File: config.mk
export PLATFORM = sky130hd
export DESIGN_NAME = uart_echo_responder
export DESIGN_NICKNAME = d
export VERILOG_FILES = /design/src/rtl/uart_pkg.sv /design/src/rtl/uart_byte_fifo.sv /design/src/rtl/uart_echo_responder.sv
export SDC_FILE = /design/constraint.sdc
export NUM_CORES = 1
export LEC_CHECK = 0
export ABC_AREA = 1
export BUFFER_PORTS_ARGS = -buffer_cell sky130_fd_sc_hd__buf_2
export CORE_UTILIZATION = 46
export DETAILED_ROUTE_END_ITERATION = 10
export PLACE_DENSITY = 0.61
export SKIP_CTS_REPAIR_TIMING = 1
export SYNTH_ARGS = -nofsm -noshare
export SYNTH_HDL_FRONTEND = slang
export SYNTH_SLANG_ARGS = --single-unit
File: constraint.sdc
create_clock -name clk -period 2.8 [get_ports clk]
set_input_delay 0.56 -clock clk [delete_from_list [all_inputs] [get_ports clk]]
set_output_delay 0.56 -clock clk [all_outputs]
set_load 0.05 [all_outputs]
File: src/rtl/uart_pkg.sv
// ---------------------------------------------------------------------------
// uart_pkg
// Shared types and constants for the UART echo responder.
//   rx_state_t : receive FSM states
//   tx_state_t : transmit FSM states
//   DATA_BITS  : payload bits per 8N1 frame
// ---------------------------------------------------------------------------
package uart_pkg;

   localparam int DATA_BITS = 8;

   typedef enum logic [2:0] {
      RX_IDLE,
      RX_START,
      RX_DATA,
      RX_STOP,
      RX_WAIT_HIGH
   } rx_state_t;

   typedef enum logic [1:0] {
      TX_IDLE,
      TX_START,
      TX_DATA,
      TX_STOP
   } tx_state_t;

endpackage

File: src/rtl/uart_byte_fifo.sv
// ---------------------------------------------------------------------------
// uart_byte_fifo
// Small byte FIFO holding received bytes until the transmitter echoes them.
// Ports:
//   clk, rst   : clock, asynchronous active-high reset (pointers/count only)
//   push, din  : write request and byte
//   pop        : read request; dout shows the head byte combinationally
//   count      : occupancy, 0..DEPTH
//   full/empty : occupancy flags
// A push while full is accepted only if a pop happens in the same cycle.
// A pop while empty is ignored.
// ---------------------------------------------------------------------------
module uart_byte_fifo
   import uart_pkg::*;
#(
   parameter int DEPTH = 4
) (
   input  logic                     clk,
   input  logic                     rst,
   input  logic                     push,
   input  logic                     pop,
   input  logic [DATA_BITS-1:0]     din,
   output logic [DATA_BITS-1:0]     dout,
   output logic [$clog2(DEPTH):0]   count,
   output logic                     full,
   output logic                     empty
);

   localparam int AW = $clog2(DEPTH);

   logic [DATA_BITS-1:0] mem [DEPTH];
   logic [AW-1:0]        wr_ptr;
   logic [AW-1:0]        rd_ptr;
   logic                 do_push;
   logic                 do_pop;

   assign empty   = (count == '0);
   assign full    = (count == (AW+1)'(DEPTH));
   assign do_pop  = pop && !empty;
   // When full, the slot freed by a same-cycle pop is the one being written.
   assign do_push = push && (!full || do_pop);
   assign dout    = mem[rd_ptr];

   always_ff @(posedge clk) begin
      if (do_push) mem[wr_ptr] <= din;
   end

   always_ff @(posedge clk or posedge rst) begin
      if (rst) begin
         wr_ptr <= '0;
         rd_ptr <= '0;
         count  <= '0;
      end else begin
         if (do_push) wr_ptr <= wr_ptr + 1'b1;
         if (do_pop)  rd_ptr <= rd_ptr + 1'b1;
         case ({do_push, do_pop})
            2'b10:   count <= count + 1'b1;
            2'b01:   count <= count - 1'b1;
            default: count <= count;
         endcase
      end
   end

endmodule

File: src/rtl/uart_echo_responder.sv
// ---------------------------------------------------------------------------
// uart_echo_responder
// Far-end 8N1 UART that receives bytes on rx, buffers good ones in a FIFO and
// retransmits them in order on tx.
// Ports:
//   clk, rst    : clock, asynchronous active-high reset
//   clk_div     : bit period minus 1 in clk cycles (>= 15, stable while busy)
//   tx_en       : allows the transmitter to take the next byte from the FIFO
//   rx / tx     : serial in / out, idle high; tx comes straight from a flop
//   rx_byte     : last good received byte, updated with rx_valid
//   rx_valid    : one-cycle pulse per good byte (also the FIFO push)
//   frame_err   : one-cycle pulse on a low stop bit
//   overflow    : one-cycle pulse when a good byte is dropped (FIFO full)
//   tx_done     : one-cycle pulse on the last cycle of each echoed stop bit
//   fifo_count  : FIFO occupancy
//   busy        : either FSM active or FIFO non-empty
// ---------------------------------------------------------------------------
module uart_echo_responder
   import uart_pkg::*;
#(
   parameter int FIFO_DEPTH = 4,
   parameter int CNT_W      = 16
) (
   input  logic                          clk,
   input  logic                          rst,
   input  logic [CNT_W-1:0]              clk_div,
   input  logic                          tx_en,
   input  logic                          rx,
   output logic                          tx,
   output logic [DATA_BITS-1:0]          rx_byte,
   output logic                          rx_valid,
   output logic                          frame_err,
   output logic                          overflow,
   output logic                          tx_done,
   output logic [$clog2(FIFO_DEPTH):0]   fifo_count,
   output logic                          busy
);

   logic                 rx_sync_p0;
   logic                 rx_sync_p1;
   logic                 rxs;

   rx_state_t            rx_state;
   logic [CNT_W-1:0]     rx_cnt;
   logic [2:0]           rx_bit_idx;
   logic [DATA_BITS-1:0] rx_shreg;
   logic [CNT_W-1:0]     rx_half;
   logic                 rx_sample;

   tx_state_t            tx_state;
   logic [CNT_W-1:0]     tx_cnt;
   logic [2:0]           tx_bit_idx;
   logic [DATA_BITS-1:0] tx_shreg;
   logic                 tx_pop;
   logic                 tx_bit_end;

   logic [DATA_BITS-1:0] fifo_dout;
   logic                 fifo_full;
   logic                 fifo_empty;

   // Stage p0/p1: two-flop synchronizer on the asynchronous serial input.
   always_ff @(posedge clk or posedge rst) begin
      if (rst) begin
         rx_sync_p0 <= 1'b1;
         rx_sync_p1 <= 1'b1;
      end else begin
         rx_sync_p0 <= rx;
         rx_sync_p1 <= rx_sync_p0;
      end
   end

   assign rxs       = rx_sync_p1;
   assign rx_half   = clk_div >> 1;
   assign rx_sample = (rx_state == RX_DATA) && (rx_cnt == clk_div);

   always_ff @(posedge clk) begin
      if (rx_sample) rx_shreg <= {rxs, rx_shreg[DATA_BITS-1:1]};
   end

   always_ff @(posedge clk or posedge rst) begin
      if (rst) begin
         rx_state   <= RX_IDLE;
         rx_cnt     <= '0;
         rx_bit_idx <= '0;
         rx_byte    <= '0;
         rx_valid   <= 1'b0;
         frame_err  <= 1'b0;
      end else begin
         rx_valid  <= 1'b0;
         frame_err <= 1'b0;
         case (rx_state)
            RX_IDLE: begin
               if (!rxs) begin
                  rx_cnt   <= '0;
                  rx_state <= RX_START;
               end
            end
            RX_START: begin
               if (rx_cnt == rx_half) begin
                  // A high line at mid start bit was only a glitch.
                  rx_cnt     <= '0;
                  rx_bit_idx <= '0;
                  rx_state   <= rxs ? RX_IDLE : RX_DATA;
               end else begin
                  rx_cnt <= rx_cnt + 1'b1;
               end
            end
            RX_DATA: begin
               if (rx_cnt == clk_div) begin
                  rx_cnt <= '0;
                  if (rx_bit_idx == 3'(DATA_BITS-1)) rx_state <= RX_STOP;
                  else rx_bit_idx <= rx_bit_idx + 1'b1;
               end else begin
                  rx_cnt <= rx_cnt + 1'b1;
               end
            end
            RX_STOP: begin
               if (rx_cnt == clk_div) begin
                  rx_cnt <= '0;
                  if (rxs) begin
                     rx_byte  <= rx_shreg;
                     rx_valid <= 1'b1;
                     rx_state <= RX_IDLE;
                  end else begin
                     frame_err <= 1'b1;
                     rx_state  <= RX_WAIT_HIGH;
                  end
               end else begin
                  rx_cnt <= rx_cnt + 1'b1;
               end
            end
            RX_WAIT_HIGH: begin
               // A held-low line (break) must not look like a new start bit.
               if (rxs) rx_state <= RX_IDLE;
            end
            default: rx_state <= RX_IDLE;
         endcase
      end
   end

   uart_byte_fifo #(
      .DEPTH (FIFO_DEPTH)
   ) u_fifo (
      .clk   (clk),
      .rst   (rst),
      .push  (rx_valid),
      .pop   (tx_pop),
      .din   (rx_byte),
      .dout  (fifo_dout),
      .count (fifo_count),
      .full  (fifo_full),
      .empty (fifo_empty)
   );

   assign overflow   = rx_valid && fifo_full && !tx_pop;
   assign tx_pop     = (tx_state == TX_IDLE) && tx_en && !fifo_empty;
   assign tx_bit_end = (tx_cnt == clk_div);

   // The shift register keeps the next bit to send in bit 0.
   always_ff @(posedge clk) begin
      if (tx_pop) tx_shreg <= fifo_dout;
      else if (tx_bit_end && ((tx_state == TX_START) || (tx_state == TX_DATA)))
         tx_shreg <= {1'b0, tx_shreg[DATA_BITS-1:1]};
   end

   always_ff @(posedge clk or posedge rst) begin
      if (rst) begin
         tx_state   <= TX_IDLE;
         tx_cnt     <= '0;
         tx_bit_idx <= '0;
         tx         <= 1'b1;
         tx_done    <= 1'b0;
      end else begin
         tx_done <= 1'b0;
         case (tx_state)
            TX_IDLE: begin
               tx <= 1'b1;
               if (tx_pop) begin
                  tx_cnt   <= '0;
                  tx       <= 1'b0;
                  tx_state <= TX_START;
               end
            end
            TX_START: begin
               if (tx_bit_end) begin
                  tx_cnt     <= '0;
                  tx_bit_idx <= '0;
                  tx         <= tx_shreg[0];
                  tx_state   <= TX_DATA;
               end else begin
                  tx_cnt <= tx_cnt + 1'b1;
               end
            end
            TX_DATA: begin
               if (tx_bit_end) begin
                  tx_cnt <= '0;
                  if (tx_bit_idx == 3'(DATA_BITS-1)) begin
                     tx       <= 1'b1;
                     tx_state <= TX_STOP;
                  end else begin
                     tx         <= tx_shreg[0];
                     tx_bit_idx <= tx_bit_idx + 1'b1;
                  end
               end else begin
                  tx_cnt <= tx_cnt + 1'b1;
               end
            end
            TX_STOP: begin
               // Raised one cycle early so the pulse lands on the last stop cycle.
               if (tx_cnt == clk_div - 1'b1) tx_done <= 1'b1;
               if (tx_bit_end) begin
                  tx_cnt   <= '0;
                  tx_state <= TX_IDLE;
               end else begin
                  tx_cnt <= tx_cnt + 1'b1;
               end
            end
            default: tx_state <= TX_IDLE;
         endcase
      end
   end

   assign busy = (rx_state != RX_IDLE) || (tx_state != TX_IDLE) || !fifo_empty;

endmodule

==> Yosys cells after proc, flatten, opt, wreduce, memory -nomap -nowiden <==
Memories as Yosys holds them, arrays and structs flattened.
Index checks and enable logic that the tools add are counted.
{ "op_classes": {"add_sub_neg": 9, "n_mul": 0, "n_div": 0, "order_cmp": 0, "n_eq_ne": 29, "shift": 0, "n_mux": 48, "bitwise": 0, "reduce_logical": 35} }
{ "ops": {"columns": ["op", "n"], "rows": [
  ["$mux 16", 5],
  ["$eq 16x16->1", 3],
  ["$pmux 16 s3", 1],
  ["$mux 3", 13],
  ["$add 16x1->16 const B", 2],
  ["$pmux 16 s2", 1],
  ["$ne 2x2->1 const B", 10],
  ["$pmux 3 s2", 3],
  ["$eq 16x15->1", 1],
  ["$mux 8", 2],
  ["$sub 16x1->16 const B", 1],
  ["$pmux 3 s5", 1],
  ["$mux 1", 14],
  ["$eq 3x3->1 const B", 4],
  ["$mux 2", 6],
  ["$reduce_bool 2->1", 5],
  ["$add 3x1->3 const B", 3],
  ["$reduce_bool 3->1", 3],
  ["$logic_and 1x1->1", 8],
  ["$pmux 2 s4", 1],
  ["$reduce_and 4->1", 2],
  ["$eq 2x2->1 const B", 3],
  ["$eq 3x2->1 const B", 2],
  ["$logic_not 3->1", 2],
  ["15 further kinds", 25]
]} }
{ "totals": {"reg_bits": 80, "latch_bits": 0, "ram_bits": 32, "mem_bits_ro": 0, "inputBits": 20, "output_inout_bits": 17, "wordCells": 140, "memories": 1} }
{ "memory_table": {"columns": ["memory", "depth", "width", "read_ports", "rd_clocked_by_memory_dff", "write_ports", "line", "text"], "rows": [
  ["u_fifo.mem", 4, 8, 1, 0, 1, "uart_byte_fifo.sv:31", "logic [DATA_BITS-1:0] mem [DEPTH];"]
]} }

==> Logic depth before layout (Yosys ltp) <==
Gate-level depths: netlist (run 1).
{ "depth": {"ltp_word": 8, "ltp_mapped": 14, "ltp_nobuf": 13} }

==> Cells and area by module <==
A second synthesis (run 1) with hierarchy kept.
{ "hier_totals": {"hier_cells": 809, "hier_area_um2": 6512.5} }
{ "by_module_without_submodules": {"columns": ["module", "instances", "cells_each", "area_per_inst_um2", "seq_area_each_um2"], "rows": [
  ["uart_echo_responder", 1, 660, 4805.9, 1910.6],
  ["uart_byte_fifo", 1, 149, 1706.6, 1136.1]
]} }

==> Worst setup path before layout (run 1) <==
OpenSTA, ideal clock, no wires.
{ "synth_path": {"path_type": "register to register", "start": "register u_fifo.count[0]", "end": "register u_fifo.count[2]", "setup_ns": 0.142, "arrival_time_ns": 2.362, "required_ns": 2.658, "slack_ns": 0.295, "stages_incl_launch_ff": 12, "n_path_buf": 1, "period_less_slack_ns": 2.505, "path_cell_list": "dfrtp_1 -> nor3_1 -> nor2_1 -> nand2_1 -> inv_1 -> buf_2 -> ha_1 -> inv_1 -> fa_1 -> a21oi_1 -> o21ai_0 -> xnor2_1"} }
{ "synth_between": {"elab_chain_len": 8, "elab_cells_between_ends": 14, "cone_classes": "add/sub (2); eq/ne (3); mux (1); reduce/logical (8)"} }
{ "synth_rtl": {"columns": ["item", "line", "text"], "rows": [
  ["from (decl)", "uart_byte_fifo.sv:24", "output logic [$clog2(DEPTH):0] count,"],
  ["from (signal assigned)", "uart_byte_fifo.sv:57", "2'b10: count <= count + 1'b1;"],
  ["from (signal assigned)", "uart_byte_fifo.sv:58", "2'b01: count <= count - 1'b1;"],
  ["from (signal assigned)", "uart_byte_fifo.sv:59", "default: count <= count;"],
  ["$logic_not 3->1", "uart_byte_fifo.sv:37", "assign empty = (count == '0);"],
  ["$logic_not 1->1", "uart_byte_fifo.sv:39, uart_echo_responder.sv:156", null],
  ["$logic_and 1x1->1", "uart_echo_responder.sv:156", "assign tx_pop = (tx_state == TX_IDLE) && tx_en && !fifo_empty;"],
  ["$logic_and 1x1->1", "uart_byte_fifo.sv:39", "assign do_pop = pop && !empty;"],
  ["$logic_or 1x1->1", "uart_byte_fifo.sv:41", "assign do_push = push && (!full || do_pop);"],
  ["$logic_and 1x1->1", "uart_byte_fifo.sv:41", null],
  ["$eq 2x1->1 or $eq 2x2->1 (tied branches)", "uart_byte_fifo.sv:56", "case ({do_push, do_pop})"],
  ["$pmux 3 s2 or $reduce_bool 2->1 (tied branches)", null, null]
]} }
Several ways; a longest one is shown, not always the timed one.
A chain may end at the register's enable or synchronous reset.

==> Worst setup path in the final report (run 1) <==
{ "layout_path": {"start": "register u_fifo.count[0]", "end": "output overflow"} }
{ "layout_between": {"elab_chain_len": 5, "elab_cells_between_ends": 7, "cone_classes": "eq/ne (1); reduce/logical (6)"} }
{ "layout_rtl": {"columns": ["item", "line", "text"], "rows": [
  ["$logic_not 3->1", "uart_byte_fifo.sv:37", null],
  ["$logic_not 1->1", "uart_echo_responder.sv:156", null],
  ["$logic_and 1x1->1", "uart_echo_responder.sv:156", null],
  ["$logic_not 1->1", "uart_echo_responder.sv:155", "assign overflow = rx_valid && fifo_full && !tx_pop;"],
  ["$logic_and 1x1->1 (*)", "uart_echo_responder.sv:155", null],
  ["to (decl)", "uart_echo_responder.sv:33", "output logic overflow,"]
]} }
Mark *: on every way between the ends. The rest lies on a longest branch, timed or not.

==> results.sh, run 1 <==
export IMPL_skew_ns=0.008797
export IMPL_min_period_ns=2.551
export IMPL_worstSetupPathType="reg -> out"
export IMPL_worst_pin_slew_ns=0.8471
export IMPL_root_buffer="clkbuf_16"
export IMPL_drive_gt1_frac=0.09231
export IMPL_status="finished clean"
export IMPL_wl_per_cell_um=13.83
export IMPL_cp_end_kind="primary output"
export IMPL_ir_drop_mv=0.3716
export IMPL_syn_nets=845
export IMPL_nets=878
export IMPL_port_buffers=36
export IMPL_die_w_um=119.6
export IMPL_crit_path_frequent_cell="nor2_1"
export IMPL_synth_cells=807
export IMPL_combPwrFrac=0.337
export IMPL_finalSetupTns_ns=0
export IMPL_drc=0
export IMPL_cts_made_buffers=9
export IMPL_clkLatencyLatePin_ns=0.36
export IMPL_clkTransAtPathRegs_ns=0.07
export IMPL_ys_flop_type="dfrtp_1"
export IMPL_p_per_area_mw_per_mm2=747.8
export IMPL_p_int_w=0.003189
export IMPL_netSwitchingFraction=0.3915
export IMPL_finalInstanceArea_sq_mm=0.007008
export IMPL_place_congestion=0.8964
export IMPL_hold_class="in -> reg"
export IMPL_async_flop_share=0.5714
export IMPL_start_util=0.4768
export IMPL_dr_pass1_iters=5
export IMPL_grt_use_total=0.2148
export IMPL_power_leakage_nw=3.280
export IMPL_crit_family="simple AND/OR/NAND/NOR gates"
export IMPL_cts_max_level=3
export IMPL_yosys_warnings=0
export IMPL_grt_overflow_total=0
export IMPL_synth_cell_types=37
export IMPL_ys_ff_latch=112
export IMPL_setup_viol=0
export IMPL_multi_input_area_sq_mm=0.002890
export IMPL_drt_total_wl_um=14140
export IMPL_viasPerCell=5.087
export IMPL_drv_slew=0
export IMPL_relSlewSlack=0.4353
export IMPL_syn_area_sq_mm=0.006365
export IMPL_crit_fanout=6
export IMPL_synth_xor_area_frac=0.05917
export IMPL_grt_max_degree=65
export IMPL_std_cell_rows=42
export IMPL_pre_cts_slack_ns=0.2974
export IMPL_crit_chain="nor3_1 > nor2_1 > nand2_1 > nand4_1 > nor2_1 > buf_2"
export IMPL_grt_pass1_wl_um=24030
export IMPL_die_height_um=119.6
export IMPL_required_ns=2.24
export IMPL_p_clk_frac=0.255
export IMPL_crit_buf_inv=1
export IMPL_cts_sinks=112
export IMPL_power_frac_seq=0.408
export IMPL_drv_cap=0
export IMPL_muxShareOfSynthArea=0
export IMPL_syn_avg_cell_area_sq_um=7.887
export IMPL_fin_cells=1022
export IMPL_fillerInstances=1298
export IMPL_grt_pass1_vias=4906
export IMPL_synth_compound_area_frac=0.06271
export IMPL_period_share=0.9110
export IMPL_synth_simple_area_share=0.2953
export IMPL_vias=5199
export IMPL_clk_path_buf_depth=2
export IMPL_die_area_sq_mm=0.01431
export IMPL_synth_top_family_by_area="simple AND/OR/NAND/NOR gates"
export IMPL_cp_data_arrival_time_ns=1.99
export IMPL_fmax_ghz=0.3920
export IMPL_rsz0062_at_grt="no"
export IMPL_cp_start_kind="register"
export IMPL_place_area_sq_mm=0.006695
export IMPL_dp_hpwl_um=10620
export IMPL_dpl_cell_count=1005
export IMPL_io_pin_count=37
export IMPL_power_w=0.005241
export IMPL_area_growth_syn_to_layout_pct=10.10
export IMPL_antenna_found_initial=1
export IMPL_core_region_area_sq_mm=0.01335
export IMPL_register_area_sq_mm=0.003047
export IMPL_synthAdderAreaFrac=0.03656
export IMPL_max_stage_delay_ns=0.42
export IMPL_hold_violations=0
export IMPL_switchingPower_w=0.002052
export IMPL_setup_ws_ns=0.2492
export IMPL_synth_edf_count=48
export IMPL_cts_tree="yes"
export IMPL_ys_seq_area_frac=0.4787
export IMPL_drtIter0Drc=311
export IMPL_ant_nets=0
export IMPL_slowest_stage="dfrtp_1"
==> registers in the layout (all words and copies together), names as in the netlist <==
register	cells
u_fifo.mem	32
rx_cnt	16
tx_cnt	16
rx_byte	8
rx_shreg	8
tx_shreg	8
rx_bit_idx	3
rx_state	3
tx_bit_idx	3
u_fifo.count	3
tx_state	2
u_fifo.rd_ptr	2
u_fifo.wr_ptr	2
frame_err	1
rx_sync_p0	1
rx_sync_p1	1
rx_valid	1
tx	1
tx_done	1
==> final cells by class <==
cell class                 instances  area share
antenna                            1   0.0003571
clock buffer                       9     0.03214
clock inverter                     7     0.01178
inverter                          86     0.04606
multi-input combinational        590      0.4124
sequential                       112      0.4347
tap                              176     0.03142
timing repair buffer              41     0.03107
==> synth_stat cells (3+ instances only) <==
cell type | count | share of area
nand2_1 | 242 | 0.14
nor2_1 | 138 | 0.081
inv_1 | 83 | 0.049
dfrtp_1 | 61 | 0.24
edfxtp_1 | 48 | 0.23
o21ai_0 | 41 | 0.032
nand3_1 | 35 | 0.028
xor2_1 | 32 | 0.044
ha_1 | 17 | 0.033
nand4_1 | 15 | 0.015
nor3_1 | 11 | 0.0086
xnor2_1 | 11 | 0.015
o22ai_1 | 9 | 0.0088
a21oi_1 | 8 | 0.0063
buf_2 | 8 | 0.0063
a31oi_1 | 7 | 0.0069
clkbuf_1 | 4 | 0.0024
nor2_2 | 4 | 0.0039
clkbuf_2 | 3 | 0.0024
dfstp_2 | 3 | 0.012
inv_2 | 3 | 0.0018
nand2_2 | 3 | 0.0029
==> placed cells by master (no fill, tap or decap), types with 2 or more instances in the layout <==
cell       netlist  routed
a21boi_0         2       2
o22ai_1          9       9
nand2_2          3       4
nand3_1         35      35
nand2_1        242     241
nor3_1          11      11
ha_1            17      17
nor2_1         138     138
nand4_1         15      15
dfrtp_1         61      61
clkbuf_16        0       9
o31ai_1          2       2
nor2_2           4       4
a31oi_1          7       7
xnor2_1         11      11
o21ai_0         41      41
dfstp_2          3       3
a21oi_1          8       8
inv_1           83      82
nand2_4          2       2
buf_4            2       5
xor2_1          32      32
buf_2            8      36
inv_2            3       4
edfxtp_1        48      48
nor4_1           2       2
==> power groups by stage <==
stage                     sequential [W]  combinational [W]  clock, W
after floorplan                  0.00217            0.00135         0
after global placement           0.00216            0.00174         0
after detailed placement         0.00217            0.00177         0
after CTS                        0.00214            0.00178   0.00137
after global routing             0.00217            0.00203   0.00143
final                            0.00214            0.00177   0.00133
==> stage by stage <==
| step | util | hold slack (ns) |
|---|---|---|
| 4_1_cts | 0.5247 | 0.2842 |
| 6_report | 0.5250 | 0.2973 |
| 3_3_place_gp | 0.5016 | 0.3472 |
| 3_5_place_dp | 0.5016 | 0.3478 |
| 5_1_grt | 0.5250 | 0.2812 |
| 2_1_floorplan | - | 0.3452 |
==> routing by layer <==
metal / global-route usage / vias to the layer above / wire (um)
met2: 0.3338 / 104 / 6371
met4: 0.08047 / 0 / 305
met1: 0.2989 / 2436 / 6867
met5: 0 / - / 0
met3: 0.03945 / 18 / 595
li1: - / 2641 / -
==> kinds of logic after synthesis <==
| family | Yosys count |
|---|---|
| and+or+nand+nor | 457 |
| DFF | 112 |
| buffers and inverters | 105 |
| AOI/OAI and AO/OA | 72 |
| xor gates and xnor gates | 43 |
| adders and majority gates | 18 |
==> final timing paths <==
check	from	endpoint	slack, ns	depth (start not counted)
hold reg to reg	rx_sync_p0	rx_sync_p1	0.36	0
setup reg to reg	u_fifo.count[0]	u_fifo.count[2]	0.35	11
hold / removal	rx	rx_sync_p0	0.30	1
min in group asynchronous	rst	tx_cnt[10]	0.42	3
setup / recovery	u_fifo.count[0]	overflow	0.25	6
max in group asynchronous	rst	frame_err	1.79	3
No activity file was read; power rests on OpenSTA's default activity.
==> inputs of run 2 (changes only) <==
==> constraint.sdc (replaced) <==
create_clock -name clk -period 2.8 [get_ports clk]
set_input_delay 0.14 -clock clk [delete_from_list [all_inputs] [get_ports clk]]
set_output_delay 0.14 -clock clk [all_outputs]
set_load 0.05 [all_outputs]
==> results.sh, run 2 (synthesized netlist as in run 1, its figures left out) <==
export IMPL_die_w_um=119.6
export IMPL_cp_data_arrival_time_ns=2.72
export IMPL_mostFrequentLayoutCell="nand2_1"
export IMPL_std_cell_rows=42
export IMPL_place_area_sq_mm=0.006688
export IMPL_grt_max_degree=33
export IMPL_dr_pass1_iters=5
export IMPL_critPathLaunch="u_fifo.count[0]"
export IMPL_clk_path_buf_depth=2
export IMPL_combPwrFrac=0.348
export IMPL_min_path_cells=6
export IMPL_mostFrequentLayoutCells="nand2_1, nor2_1, inv_1"
export IMPL_grt_pass1_vias=4984
export IMPL_rsz0062_at_grt="no"
export IMPL_drc=0
export IMPL_worst_pin_slew_ns=0.7384
export IMPL_ir_drop_mv=0.3454
export IMPL_holdPathEnd="tx_done"
export IMPL_register_area_sq_mm=0.003047
export IMPL_route_met2_wl_um=6871
export IMPL_hold_class="in -> reg"
export IMPL_ff2ff_path_depth=11
export IMPL_finalInstanceArea_sq_mm=0.007000
export IMPL_p_int_w=0.003110
export IMPL_fillerInstances=1264
export IMPL_switchingPower_w=0.002109
export IMPL_m1WireLength_um=6747
export IMPL_die_height_um=119.6
export IMPL_clkTransAtPathRegs_ns=0.08
export IMPL_port_buffers=36
export IMPL_cts_max_level=3
export IMPL_top_regs="u_fifo.mem: 32 flops, rx_cnt: 16 flops, tx_cnt: 16 flops"
export IMPL_io_pin_count=37
export IMPL_netSwitchingFraction=0.4041
export IMPL_antenna_found_initial=0
export IMPL_drtIter0Drc=369
export IMPL_hold_violations=0
export IMPL_wl_per_cell_um=14.21
export IMPL_skew_ns=0.009282
export IMPL_drv_slew=0
export IMPL_cts_sinks=112
export IMPL_cts_tree="yes"
export IMPL_hold_start="clk_div[14]"
export IMPL_root_buffer="clkbuf_16"
export IMPL_power_leakage_nw=3.271
export IMPL_met3_length_um=761
export IMPL_dp_hpwl_um=10900
export IMPL_dr_max_layer_used="met4"
export IMPL_die_area_sq_mm=0.01431
export IMPL_relSlewSlack=0.5059
export IMPL_regMostFlops="u_fifo.mem"
export IMPL_cp_end_kind="register"
export IMPL_r2r_start="u_fifo.count[0]"
export IMPL_clkLatencyLatePin_ns=0.36
export IMPL_final_util=0.5245
export IMPL_finalSetupTns_ns=0
export IMPL_grt_overflow_total=0
export IMPL_grt_pass1_wl_um=24430
export IMPL_crit_fanout=8
export IMPL_p_per_area_mw_per_mm2=745.5
export IMPL_min_period_ns=2.471
export IMPL_cp_start_kind="register"
export IMPL_core_region_area_sq_mm=0.01335
export IMPL_cts_made_buffers=9
export IMPL_setup_viol=0
export IMPL_area_growth_syn_to_layout_pct=9.986
export IMPL_period_share=0.8827
export IMPL_multi_input_area_sq_mm=0.002890
export IMPL_insertedDiodeCount=0
export IMPL_drv_cap=0
export IMPL_reg2reg_setup_slack_ns=0.33
export IMPL_power_frac_seq=0.411
export IMPL_viasPerCell=5.111
export IMPL_required_ns=3.05
export IMPL_grt_use_total=0.2179
export IMPL_p_clk_frac=0.242
export IMPL_worstSetupPathType="reg -> reg"
export IMPL_drt_total_wl_um=14520
export IMPL_vias=5223
export IMPL_start_util=0.4768
export IMPL_fmax_ghz=0.4046
export IMPL_nets=879
export IMPL_ant_nets=0
export IMPL_power_w=0.005219
export IMPL_r2r_end="u_fifo.count[2]"
export IMPL_status="finished clean"
export IMPL_drive_gt1_frac=0.09220
export IMPL_largest_reg_flops=32
export IMPL_place_congestion=0.9015
-- run 2: layer usage --
| layer | GRT usage | vias up |
|---|---|---|
| met5 | 0 | - |
| met4 | 0.07578 | 0 |
| met3 | 0.03755 | 11 |
| met2 | 0.3483 | 133 |
| met1 | 0.2987 | 2438 |
| li1 | - | 2641 |
-- run 2: metrics by stage --
step | std cells | hold WS [ns] | setup WS, ns
2_1_floorplan | 807 | 0.1445 | 0.2955
3_3_place_gp | 1004 | 0.1658 | 0.4101
3_5_place_dp | 1004 | 0.1784 | 0.2622
4_1_cts | 1020 | -0.2196 | 0.2552
5_1_grt | 1022 | 0.2953 | 0.02983
6_report | 1022 | 0.2565 | 0.3285
-- run 2: how the worst max path moves through the flow --
stage / end / slack, ns
2_1_floorplan: u_fifo.count[2] / 0.30
3_3_place_gp: u_fifo.count[2] / 0.41
3_5_place_dp: u_fifo.count[2] / 0.26
4_1_cts: u_fifo.count[2] / 0.26
5_1_grt: u_fifo.count[2] / 0.03
6_report: u_fifo.count[2] / 0.33
-- run 2: layout make-up --
class                      count  share of cell area
inverter                      86             0.04611
sequential                   112              0.4352
tap                          176             0.03146
clock buffer                   9             0.03217
clock inverter                 7            0.009294
multi-input combinational    590              0.4129
timing repair buffer          42             0.03289
-- run 2: power by group through the flow --
stage / combinational (W) / sequential (W) / clock (W)
2_1_floorplan: 0.00135 / 0.00217 / 0
3_3_place_gp: 0.00176 / 0.00216 / 0
3_5_place_dp: 0.00180 / 0.00218 / 0
4_1_cts: 0.00182 / 0.00214 / 0.00129
5_1_grt: 0.00207 / 0.00218 / 0.00135
6_report: 0.00181 / 0.00214 / 0.00126
-- run 2: worst max-delay path, cell delays in order (launching register included) --
cell and delay (ns):
dfrtp_1 0.42, nor3_1 0.30, nor2_1 0.11, nand2_1 0.18
nand4_1 0.17, nand2_2 0.19, ha_1 0.17, inv_1 0.06
fa_1 0.38, a21oi_1 0.14, o21ai_0 0.11, xnor2_1 0.13
